$ cat src/rtl/pixel_write_bridge.sv
// Turns each rising edge of the painter's print_enable into one queued {x, y, colour}
// entry and drains the queue to the VGA adapter as single-cycle plot pulses.
// Optional coordinate clipping is enabled by defining PIXEL_BRIDGE_CLIP_EN.
//
// DRAIN machine:
//   state  | meaning
//   IDLE   | queue empty, nothing to plot
//   ACTIVE | at least one entry queued, pops whenever vga_ready is high
module pixel_write_bridge #(
   parameter int X_BITS     = 8,
   parameter int Y_BITS     = 7,
   parameter int COLOR_BITS = 3,
   parameter int DEPTH      = 8,
   parameter int SCR_W      = 160,
   parameter int SCR_H      = 120
) (
   input  logic                     Clck,
   input  logic                     Reset,
   input  logic [X_BITS-1:0]        paint_x_co,
   input  logic [Y_BITS-1:0]        paint_y_co,
   input  logic [COLOR_BITS-1:0]    color,
   input  logic                     print_enable,
   input  logic                     vga_ready,
   input  logic                     clr_overflow,
   output logic [X_BITS-1:0]        vga_x,
   output logic [Y_BITS-1:0]        vga_y,
   output logic [COLOR_BITS-1:0]    vga_colour,
   output logic                     vga_plot,
   output logic                     busy,
   output logic [$clog2(DEPTH):0]   fill,
   output logic                     overflow
);

   localparam int PTR_BITS = $clog2(DEPTH);
   localparam int E_BITS   = X_BITS + Y_BITS + COLOR_BITS;

`ifdef PIXEL_BRIDGE_CLIP_EN
   localparam bit CLIP_EN = 1'b1;
`else
   localparam bit CLIP_EN = 1'b0;
`endif

   typedef enum logic {IDLE = 1'b0, ACTIVE = 1'b1} drain_t;

   drain_t                state, state_next;
   logic                  pe_d;
   logic [PTR_BITS-1:0]   wr_ptr, rd_ptr;
   logic [PTR_BITS:0]     fill_next;
   logic [E_BITS-1:0]     mem [DEPTH];
   logic [E_BITS-1:0]     head;
   logic                  in_range, push, pop, full, accept, drop, draining;

   assign in_range = (int'(paint_x_co) < SCR_W) && (int'(paint_y_co) < SCR_H);
   assign push     = print_enable & ~pe_d & (~CLIP_EN | in_range);
   assign pop      = draining & vga_ready;
   assign full     = (fill == (PTR_BITS+1)'(DEPTH));
   // A full queue still takes a new pixel when the same cycle frees a slot.
   assign accept   = push & (~full | pop);
   assign drop     = push & full & ~pop;
   assign head     = mem[rd_ptr];

   always_ff @(posedge Clck or negedge Reset) begin
      if (!Reset) state <= IDLE;
      else        state <= state_next;
   end

   always_comb begin
      state_next = state;
      case (state)
         IDLE:    if (accept) state_next = ACTIVE;
         ACTIVE:  if (pop && (fill == (PTR_BITS+1)'(1)) && !accept) state_next = IDLE;
         default: state_next = IDLE;
      endcase
   end

   always_comb begin
      draining = (state == ACTIVE);
      busy     = (state == ACTIVE) | vga_plot;
   end

   always_comb begin
      case ({accept, pop})
         2'b10:   fill_next = fill + (PTR_BITS+1)'(1);
         2'b01:   fill_next = fill - (PTR_BITS+1)'(1);
         default: fill_next = fill;
      endcase
   end

   always_ff @(posedge Clck) begin
      if (accept) mem[wr_ptr] <= {paint_x_co, paint_y_co, color};
   end

   always_ff @(posedge Clck or negedge Reset) begin
      if (!Reset) begin
         pe_d       <= 1'b0;
         wr_ptr     <= '0;
         rd_ptr     <= '0;
         fill       <= '0;
         overflow   <= 1'b0;
         vga_plot   <= 1'b0;
         vga_x      <= '0;
         vga_y      <= '0;
         vga_colour <= '0;
      end else begin
         pe_d <= print_enable;
         fill <= fill_next;
         if (accept) wr_ptr <= wr_ptr + PTR_BITS'(1);
         if (pop) begin
            rd_ptr                     <= rd_ptr + PTR_BITS'(1);
            {vga_x, vga_y, vga_colour} <= head;
         end
         vga_plot <= pop;
         if (drop)              overflow <= 1'b1;
         else if (clr_overflow) overflow <= 1'b0;
      end
   end

endmodule
$ cat config.mk
export PLATFORM = sky130hd
export DESIGN_NAME = pixel_write_bridge
export DESIGN_NICKNAME = d
export VERILOG_FILES = /design/src/rtl/pixel_write_bridge.sv
export SDC_FILE = /design/constraint.sdc
export NUM_CORES = 1
export LEC_CHECK = 0
export ABC_AREA = 1
export BUFFER_PORTS_ARGS = -buffer_cell sky130_fd_sc_hd__buf_2
export CAP_MARGIN = 30
export CORE_MARGIN = 8
export CORE_UTILIZATION = 55
export DETAILED_ROUTE_END_ITERATION = 10
export HOLD_SLACK_MARGIN = 0.06
export PLACE_DENSITY = 0.8
export SYNTH_ARGS = -nofsm -noshare
export SYNTH_HDL_FRONTEND = slang
export SYNTH_SLANG_ARGS = --single-unit
$ cat constraint.sdc
create_clock -name Clck -period 2.6 [get_ports Clck]
set_input_delay 0.39 -clock Clck [delete_from_list [all_inputs] [get_ports Clck]]
set_output_delay 0.39 -clock Clck [all_outputs]
set_load 0.02 [all_outputs]
==> results of run 1 <==
logic make-up (layout without fill, tap and decap cells):
kind of cell | count (synthesis) | after routing | synth area share, %
flip-flops | 176 | 176 | 67.80
XOR/XNOR | 5 | 5 | 0.5793
AND/OR/NAND/NOR | 377 | 377 | 21.30
AO/OA/AOI/OAI | 8 | 8 | 0.6124
adder cells (fa/ha/maj) | 5 | 5 | 0.8277
buffers and inverters | 153 | 223 | 8.873
through the flow:
stage / power [mW] / hold slack, ns
floorplan: 5.867 / 0.09441
global placement: 6.501 / 0.4579
detailed placement: 6.596 / 0.4604
CTS: 9.284 / 0.07725
global route: 9.741 / 0.09319
finish: 9.251 / 0.05400
synth_stat cells, types with 2 or more instances:
cell | count | area (um2)
edfxtp_1 | 144 | 4324
clkbuf_1 | 2 | 7.510
nand3_1 | 114 | 570.6
dfrtp_1 | 32 | 800.8
inv_1 | 118 | 442.9
buf_6 | 6 | 67.56
buf_4 | 8 | 60.06
nor2_2 | 4 | 25.02
nor2_1 | 8 | 30.03
nand2_2 | 2 | 12.51
nand2_1 | 242 | 908.4
buf_2 | 13 | 65.06
ha_1 | 5 | 62.56
xor2_1 | 5 | 43.79
nand4_1 | 3 | 18.77
o21ai_0 | 5 | 25.02
inv_2 | 5 | 18.77
worst reg2reg max path: stages, from the launching register on:
cell     delay [ns]
dfrtp_1        0.47
inv_1          0.12
ha_1           0.25
nand3_2        0.10
o21ai_2        0.10
inv_2          0.07
nand2_1        0.13
nor2_2         0.48
buf_6          0.25
flip-flops by register name, summed over array words and instances, names as in the netlist:
signal	flops
mem	144
vga_x	8
vga_y	7
fill	4
rd_ptr	3
vga_colour	3
wr_ptr	3
draining	1
overflow	1
pe_d	1
vga_plot	1
power by group through the flow:
stage	registers [mW]	logic [mW]	clock network (mW)
after floorplan	3.88	1.98	0
after global placement	3.69	2.81	0
after detailed placement	3.71	2.89	0
after CTS	3.65	2.92	2.70
after global routing	3.69	3.25	2.80
final	3.65	2.92	2.68
routing by layer:
metal	vias up	GRT usage [%]
li1	2435	-
met1	2439	22.23
met2	205	31.27
met3	36	4.179
met4	0	9.981
met5	-	0
path summary, 6_finish.rpt:
path	startpoint	to	slack, ns	cells after the start
max	fill[0]$_DFFE_PN0P_	mem[5][10]$_DFFE_PP_	0.32	8
min	Reset	vga_y[5]$_DFFE_PN0P_	0.05	1
max reg2reg	fill[0]$_DFFE_PN0P_	mem[5][10]$_DFFE_PP_	0.32	8
min reg2reg	vga_y[3]$_DFFE_PN0P_	vga_y[3]$_DFFE_PN0P_	0.47	2
max in group asynchronous	Reset	rd_ptr[0]$_DFFE_PN0P_	1.98	1
min in group Clck	print_enable	pe_d$_DFF_PN0_	0.09	1
area by class of cell:
class / instances / area share [%]
clock buffers: 20 / 5.298
well taps: 180 / 2.613
clock inverters: 12 / 1.902
flip-flops and latches: 176 / 59.47
inverters: 124 / 5.458
multi-input cells: 395 / 20.57
repair buffers: 67 / 4.689
==> impl_metrics.toml, run 1 <==
[logic_synthesis]
synth_cells = 724
ys_ff_latch = 176
synthesis.nets = 752
syn_avg_cell_area_um2 = 10.44
ys.warnings.count = 0
synth_edf_count = 144
synth.distinct_cells = 25
ys_seq_area_share_pct = 67.80
synth_top_flop_cell = "edfxtp_1"
async_reset_ff_share_pct = 18.18
syn_area_um2 = 7558

[sta]
fin_ws_ns = 0.3243
skew_ns = 0.008195
finalMaxSlewViolations = 0
setup_viol_count_final = 0
min_period_ns = 2.276
fin_crit_sh_pct = 87.53
relSlewSlack_pct = 45.76
tns_ns = 0
rsz0062_at_grt = "false"
fmax_ghz = 0.4394
hold_violations = 0
worstMarginPinSlew_ns = 0.8136

[cells_and_area]
drive_above_1_share_pct = 14.86
layoutNonFillerInstCount = 974
final_util_pct = 63.07
nets = 809
multi_input_area_um2 = 1773
layout_common_cells = "nand2_1 (242), edfxtp_1 (144), inv_1 (118), nand3_1 (114), buf_2 (47)"
final_common_cell = "nand2_1"
seqCellArea_um2 = 5126
filler_cell_count = 1053
final_cell_area_um2 = 8620
diodes = 0
area_growth_pct = 14.04

[cts]
numCtsBuffers = 17
clock-sinks = 176
clock_latency_ns = 0.43
cts-resized-gates = 0
cts_root_buffer = "clkbuf_16"
h-tree-depth = 4
cts_hold_buffers = 0
clk_pin_slew_ns = 0.07
cts_tree = "done"
ctsLongestPathBuffers = 2
cts_setup_buffers = 0

[placement]
post-place-ws_ns = 0.1119
dpl_cell_area_um2 = 7973
portBuffers = 47
gp_congestion = 0.8384
dp.final_hpwl_mm = 9.591
dp_cells = 940

[floorplanning]
die-area_um2 = 17750
num_io_pins = 48
start_util_pct = 55.31
rows = 43
die_w_um = 133.2
die_height_um = 133.2
core_area_um2 = 13670

[route]
ant_nets = 0
drc = 0
drt_iter0_drc = 441
via_per_inst = 5.252
wl_met1_mm = 6.485
wl_met2_mm = 8.107
met3_length_mm = 1.175
drt-pass1-iter-count = 5
top_layer_used = "met4"
vias = 5115
wl_per_cell_um = 16.60
wl_mm = 16.17

[worst_setup_path]
path_cells = "inv_1 -> ha_1 -> nand3_2 -> o21ai_2 -> inv_2 -> nand2_1 -> nor2_2 -> buf_6"
crit_type = "flop to flop"
required_ns = 2.73
slowest_stage = "nor2_2"
path_buf_inv = 3
critPathCaptureType = "flop"
cp_top_family = "simple AND/OR/NAND/NOR gates"
start_kind = "flop"
crit_path_max_incr_delay_ns = 0.48
cp_max_fo = 10
crit_arrival_ns = 2.41

[power_and_ir_drop]
irDropWorstVdd_uv = 613.5
p_clk_share_pct = 28.9
switching_share_pct = 35.51
p_int_mw = 5.966
p_comb_share_pct = 31.6
p_leak_nw = 3.895
seq_power_share_pct = 39.5
p_sw_mw = 3.285
power.density_nw_per_um2 = 1073

[grt]
grt_max_degree = 74
grt_pass1_wl_mm = 25.95
grt_pass1_vias = 5229
grt_overflow_total = 0
antenna_found_initial = 0
grt_usage_pct = 18.72

[outcome]
status = "complete, no violations"

[run]
maxCapViolCount = 0

[min_path]
hp-class = "primary input to async pin"
(Power assumes the default switching activity.)
==> inputs of run 2 (changes only) <==
--- a/config.mk
+++ b/config.mk
@@ -11,6 +11,7 @@
 export CORE_MARGIN = 8
 export CORE_UTILIZATION = 55
 export DETAILED_ROUTE_END_ITERATION = 10
+export GPL_TIMING_DRIVEN = 0
 export HOLD_SLACK_MARGIN = 0.06
 export PLACE_DENSITY = 0.8
 export SYNTH_ARGS = -nofsm -noshare
==> run 2 against run 1 <==
  * Core utilization is 1.1 points higher
  * Critical path depth is 1 lower
  * Via count is 4.2% higher
  * Clock power is 7% lower
  * Sequential share of layout area is 0.99 points lower
  * Critical endpoint is now mem[0][12]$_DFFE_PP_
  * Worst hold slack worse by 0.014 ns
  * Maximum frequency is 5.1% lower
  * Cell count is 1.8% higher
==> impl_metrics.toml, run 2 (synthesized netlist as in run 1, its figures left out) <==
[sta]
timing.hold.ws_ns = 0.04003
setup_viol_count_final = 0
rsz0062_at_grt = "false"
relSlewSlack_pct = 47.46
skew_ns = 0.007163
fin_crit_sh_pct = 92.25
worstMarginPinSlew_ns = 0.7881
hold_violations = 0
fmax_ghz = 0.4169
min_period_ns = 2.399
finalMaxSlewViolations = 0

[cts]
cts_hold_buffers = 0
cts-resized-gates = 0
cts_root_buffer = "clkbuf_16"
cts_setup_buffers = 0
clock-sinks = 176
ctsLongestPathBuffers = 2
numCtsBuffers = 17
clk_pin_slew_ns = 0.06
clock_latency_ns = 0.43
cts_tree = "done"
h-tree-depth = 4

[route]
drt_iter0_drc = 605
wl_mm = 17.99
via_per_inst = 5.371
ant_nets = 0
drc = 0
wl_per_cell_um = 18.14
drt-pass1-iter-count = 5
vias = 5328

[worst_setup_path]
path_buf_inv = 2
required_ns = 2.74
crit_path_max_incr_delay_ns = 0.56
path_cells = "inv_1 -> ha_1 -> nand3_2 -> o21ai_2 -> or2_4 -> nor2_2 -> buf_8"
crit_arrival_ns = 2.54
start_kind = "flop"
crit_type = "flop to flop"
slowest_stage = "nor2_2"
cp_max_fo = 10
r2r_cells = 7
critPathCaptureType = "flop"
cp_top_family = "simple AND/OR/NAND/NOR gates"
cp_num_cells = 7

[grt]
grt_overflow_total = 0
grt_usage_pct = 20.66
grt.met3_usage_pct = 5.459
grt.busiest_layer = "met2"
grt_pass1_vias = 5078
grt_pass1_wl_mm = 27.49
grtUsageMet2_pct = 33.40
antenna_found_initial = 2
use_met1_pct = 25.77
grt_max_degree = 33

[cells_and_area]
largest_register_ffs = 144
regMostFlops = "mem"
area_growth_pct = 15.94
nets = 826
largestRegisters = "mem x144, vga_x x8, vga_y x7"
drive_above_1_share_pct = 16.40
final_common_cell = "nand2_1"
layout_common_cells = "nand2_1 (242), edfxtp_1 (144), inv_1 (118), nand3_1 (114), buf_2 (60)"

[placement]
portBuffers = 47
dp.final_hpwl_mm = 11.42
gp_congestion = 0.8165

[min_path]
hp-class = "primary input to async pin"

[floorplanning]
num_io_pins = 48
core_area_um2 = 13670
die_height_um = 133.2
start_util_pct = 55.31
rows = 43
die_w_um = 133.2
die-area_um2 = 17750

[power_and_ir_drop]
power.density_nw_per_um2 = 1093
power.total_mw = 9.577
irDropWorstVdd_uv = 727.2
p_leak_nw = 3.950

[run]
maxCapViolCount = 0

[outcome]
status = "complete, no violations"
==> run 2: metrics by stage <==
| stage | utilization (%) | setup WS [ns] | std cells | area (um2) | TNS, ns |
|---|---|---|---|---|---|
| after detailed placement | 59.82 | 0.2115 | 959 | 8174 | 0 |
| after floorplan | - | 0.2046 | 724 | 7559 | 0 |
| final | 64.13 | 0.2014 | 992 | 8763 | 0 |
| after CTS | 64.11 | 0.1794 | 991 | 8761 | 0 |
| after global routing | 64.13 | 0.04437 | 992 | 8763 | 0 |
| after global placement | 58.68 | -0.5736 | 951 | 8019 | -34.55 |
==> run 2: area by class of cell <==
type,instances,area [um2]
flip-flops and latches,176,5125
fillers,973,4902
multi-input cells,395,1773
inverters,124,470.5
clock buffers,17,425.4
repair buffers,55,380.4
well taps,180,225.2
plain buffers,29,200.2
clock inverters,15,161.4
diodes,1,2.502
==> run 2: per-layer routing <==
layer	routed length, um	part of all wire, %
met3	1938	11
met2	8648	48
met1	6911	38
met4	486	2.7
met5	10	0.056
==> run 2: worst paths after layout <==
check                                       endpoint                  from  slack (ns)
worst max-delay path            mem[0][12]$_DFFE_PP_   fill[0]$_DFFE_PN0P_        0.20
worst min register to register  vga_y[3]$_DFFE_PN0P_  vga_y[3]$_DFFE_PN0P_        0.48
max in group asynchronous         vga_plot$_DFF_PN0_                 Reset        2.06
worst max register to register  mem[0][12]$_DFFE_PP_   fill[0]$_DFFE_PN0P_        0.20
min in group Clck                     pe_d$_DFF_PN0_          print_enable        0.10
worst min-delay path            vga_x[7]$_DFFE_PN0P_                 Reset        0.04
==> run 2: where the power goes <==
part	total, mW	switching, mW	internal, mW
Combinational	3.43	2.36	1.07
Sequential	3.65	0.208	3.44
Clock	2.50	1.08	1.42
Total	9.58	3.65	5.93
==> inputs of run 3 (changes only) <==
--- a/config.mk
+++ b/config.mk
@@ -9,11 +9,11 @@
 export BUFFER_PORTS_ARGS = -buffer_cell sky130_fd_sc_hd__buf_2
 export CAP_MARGIN = 30
 export CORE_MARGIN = 8
-export CORE_UTILIZATION = 55
+export CORE_UTILIZATION = 45
 export DETAILED_ROUTE_END_ITERATION = 10
 export GPL_TIMING_DRIVEN = 0
 export HOLD_SLACK_MARGIN = 0.06
-export PLACE_DENSITY = 0.8
+export PLACE_DENSITY = 0.69
 export SYNTH_ARGS = -nofsm -noshare
 export SYNTH_HDL_FRONTEND = slang
 export SYNTH_SLANG_ARGS = --single-unit
==> run 3 against run 2 <==
  * Critical path depth grew 1
  * Non-clock buffer count unchanged
  * Core utilization down 10 points
  * Global-route usage down 1.8 points
  * Clock power rose by 5%
  * Highest routed layer unchanged
==> impl_metrics.toml, run 3 (synthesized netlist as in run 1, its figures left out) <==
[outcome]
status = "complete, no violations"

[sta]
rsz0062_at_grt = "false"
skew_ns = 0.009254
fin_crit_sh_pct = 91.34
min_period_ns = 2.375
relSlewSlack_pct = 41.28
worstMarginPinSlew_ns = 0.8808
setup_viol_count_final = 0
hold_violations = 0
timing.hold.ws_ns = 0.08263
finalMaxSlewViolations = 0
fmax_ghz = 0.4211

[power_and_ir_drop]
p_clk_share_pct = 27.0
irDropWorstVdd_uv = 600.6
p_int_mw = 6.082
power.density_nw_per_um2 = 1100
p_sw_mw = 3.672
switching_share_pct = 37.65
seq_power_share_pct = 37.4
p_leak_nw = 3.976
p_comb_share_pct = 35.6
power.total_mw = 9.754

[worst_setup_path]
crit_arrival_ns = 2.51
start_kind = "flop"
reg2reg_setup_slack_ns = 0.23
r2r_cells = 8
critPathCaptureType = "flop"
crit_type = "flop to flop"
r2r-start = "fill[0]$_DFFE_PN0P_"
r2r-end = "mem[5][12]$_DFFE_PP_"
cp_max_fo = 10
required_ns = 2.73

[route]
drc = 0
via_per_inst = 5.081
drt_iter0_drc = 520
drt-pass1-iter-count = 5
wl_per_cell_um = 18.68
wl_mm = 19.26
vias = 5239
ant_nets = 0

[grt]
grt_usage_pct = 18.88
grt_overflow_total = 0
grt_pass1_wl_mm = 30.13
grt_pass1_vias = 5391
grt_max_degree = 33
antenna_found_initial = 1

[floorplanning]
start_util_pct = 45.74
die_w_um = 145.6
rows = 47
num_io_pins = 48
die-area_um2 = 21200
die_height_um = 145.6
core_area_um2 = 16520

[cells_and_area]
drive_above_1_share_pct = 16.52
layout_common_cells = "nand2_1 (242), edfxtp_1 (144), inv_1 (118), nand3_1 (114), buf_2 (60)"
regMostFlops = "mem"
largest_register_ffs = 144
area_growth_pct = 17.28
diodes = 0
nets = 826
largestRegisters = "mem x144, vga_x x8, vga_y x7"
final_cell_area_um2 = 8865
final_common_cell = "nand2_1"
filler_cell_count = 1404

[cts]
clock-sinks = 176
numCtsBuffers = 17
h-tree-depth = 4
cts_tree = "done"
cts_root_buffer = "clkbuf_16"
clk_pin_slew_ns = 0.06
cts_setup_buffers = 0
cts_hold_buffers = 0
cts-resized-gates = 0
clock_latency_ns = 0.43
ctsLongestPathBuffers = 2

[min_path]
hp-class = "primary input to async pin"

[placement]
dpl_cell_area_um2 = 8249
gp_congestion = 0.8291
portBuffers = 47
dp.final_hpwl_mm = 11.95

[run]
maxCapViolCount = 0
[run 3: cell count changes in the layout (fill, tap and decap cells not counted), moves of 2 or more]
cell | before | now
clkinv_4 | 4 | 2
clkbuf_8 | 0 | 2
clkinv_1 | 2 | 0
buf_8 | 6 | 4
clkinv_2 | 0 | 2
buf_16 | 2 | 4
inv_6 | 3 | 1
[run 3: power by group through the flow]
stage               combinational [mW]  sequential [mW]  clock [mW]
floorplan                         1.98             3.88           0
global placement                  3.28             3.69           0
detailed placement                3.42             3.70           0
CTS                               3.47             3.65        2.65
global route                      3.82             3.69        2.79
finish                            3.47             3.65        2.63
[run 3: final cells by class]
class	count	area (um2)	share of cell area, %
Buffer	29	200.2	2.258
Clock buffer	20	456.7	5.152
Inverter	124	470.5	5.307
Sequential cell	176	5125	57.81
Clock inverter	12	158.9	1.793
Timing Repair Buffer	55	405.4	4.573
Multi-Input combinational cell	395	1773	20.00
Tap cell	220	275.3	3.105
[run 3: routing by layer]
metal,wire length [um],vias to the layer above,track usage [%]
met5,10,-,0
met4,415,2,7.236
met3,1534,37,4.695
met2,9248,243,30.79
met1,8053,2487,23.84
li1,-,2470,-
[run 3: worst max path at each step]
stage	slack [ns]	depth (start not counted)	from	to
final	0.23	8	fill[0]$_DFFE_PN0P_	mem[5][12]$_DFFE_PP_
after global placement	-0.62	7	fill[0]$_DFFE_PN0P_	mem[7][12]$_DFFE_PP_
after detailed placement	0.23	8	fill[0]$_DFFE_PN0P_	mem[5][12]$_DFFE_PP_
after CTS	0.21	8	fill[0]$_DFFE_PN0P_	mem[5][12]$_DFFE_PP_
after floorplan	0.20	7	fill[0]$_DFFE_PN0P_	mem[1][0]$_DFFE_PP_
after global routing	0.02	8	fill[0]$_DFFE_PN0P_	mem[5][12]$_DFFE_PP_
[run 3: per-stage QoR]
step                      TNS (ns)  util (%)  cells  setup WS, ns
after floorplan                  0         -    724        0.2046
after global placement      -42.29     48.83    991       -0.6236
after detailed placement         0     49.92    999        0.2280
after CTS                        0     53.65   1031        0.2111
after global routing             0     53.65   1031       0.01567
final                            0     53.65   1031        0.2252
[run 3: critical path, stage by stage, from the launching register on]
cell     delay (ns)
dfrtp_1        0.47
inv_1          0.11
ha_1           0.25
nand3_2        0.10
o21ai_2        0.08
inv_2          0.11
nand2_1        0.15
nor2_2         0.55
buf_8          0.25
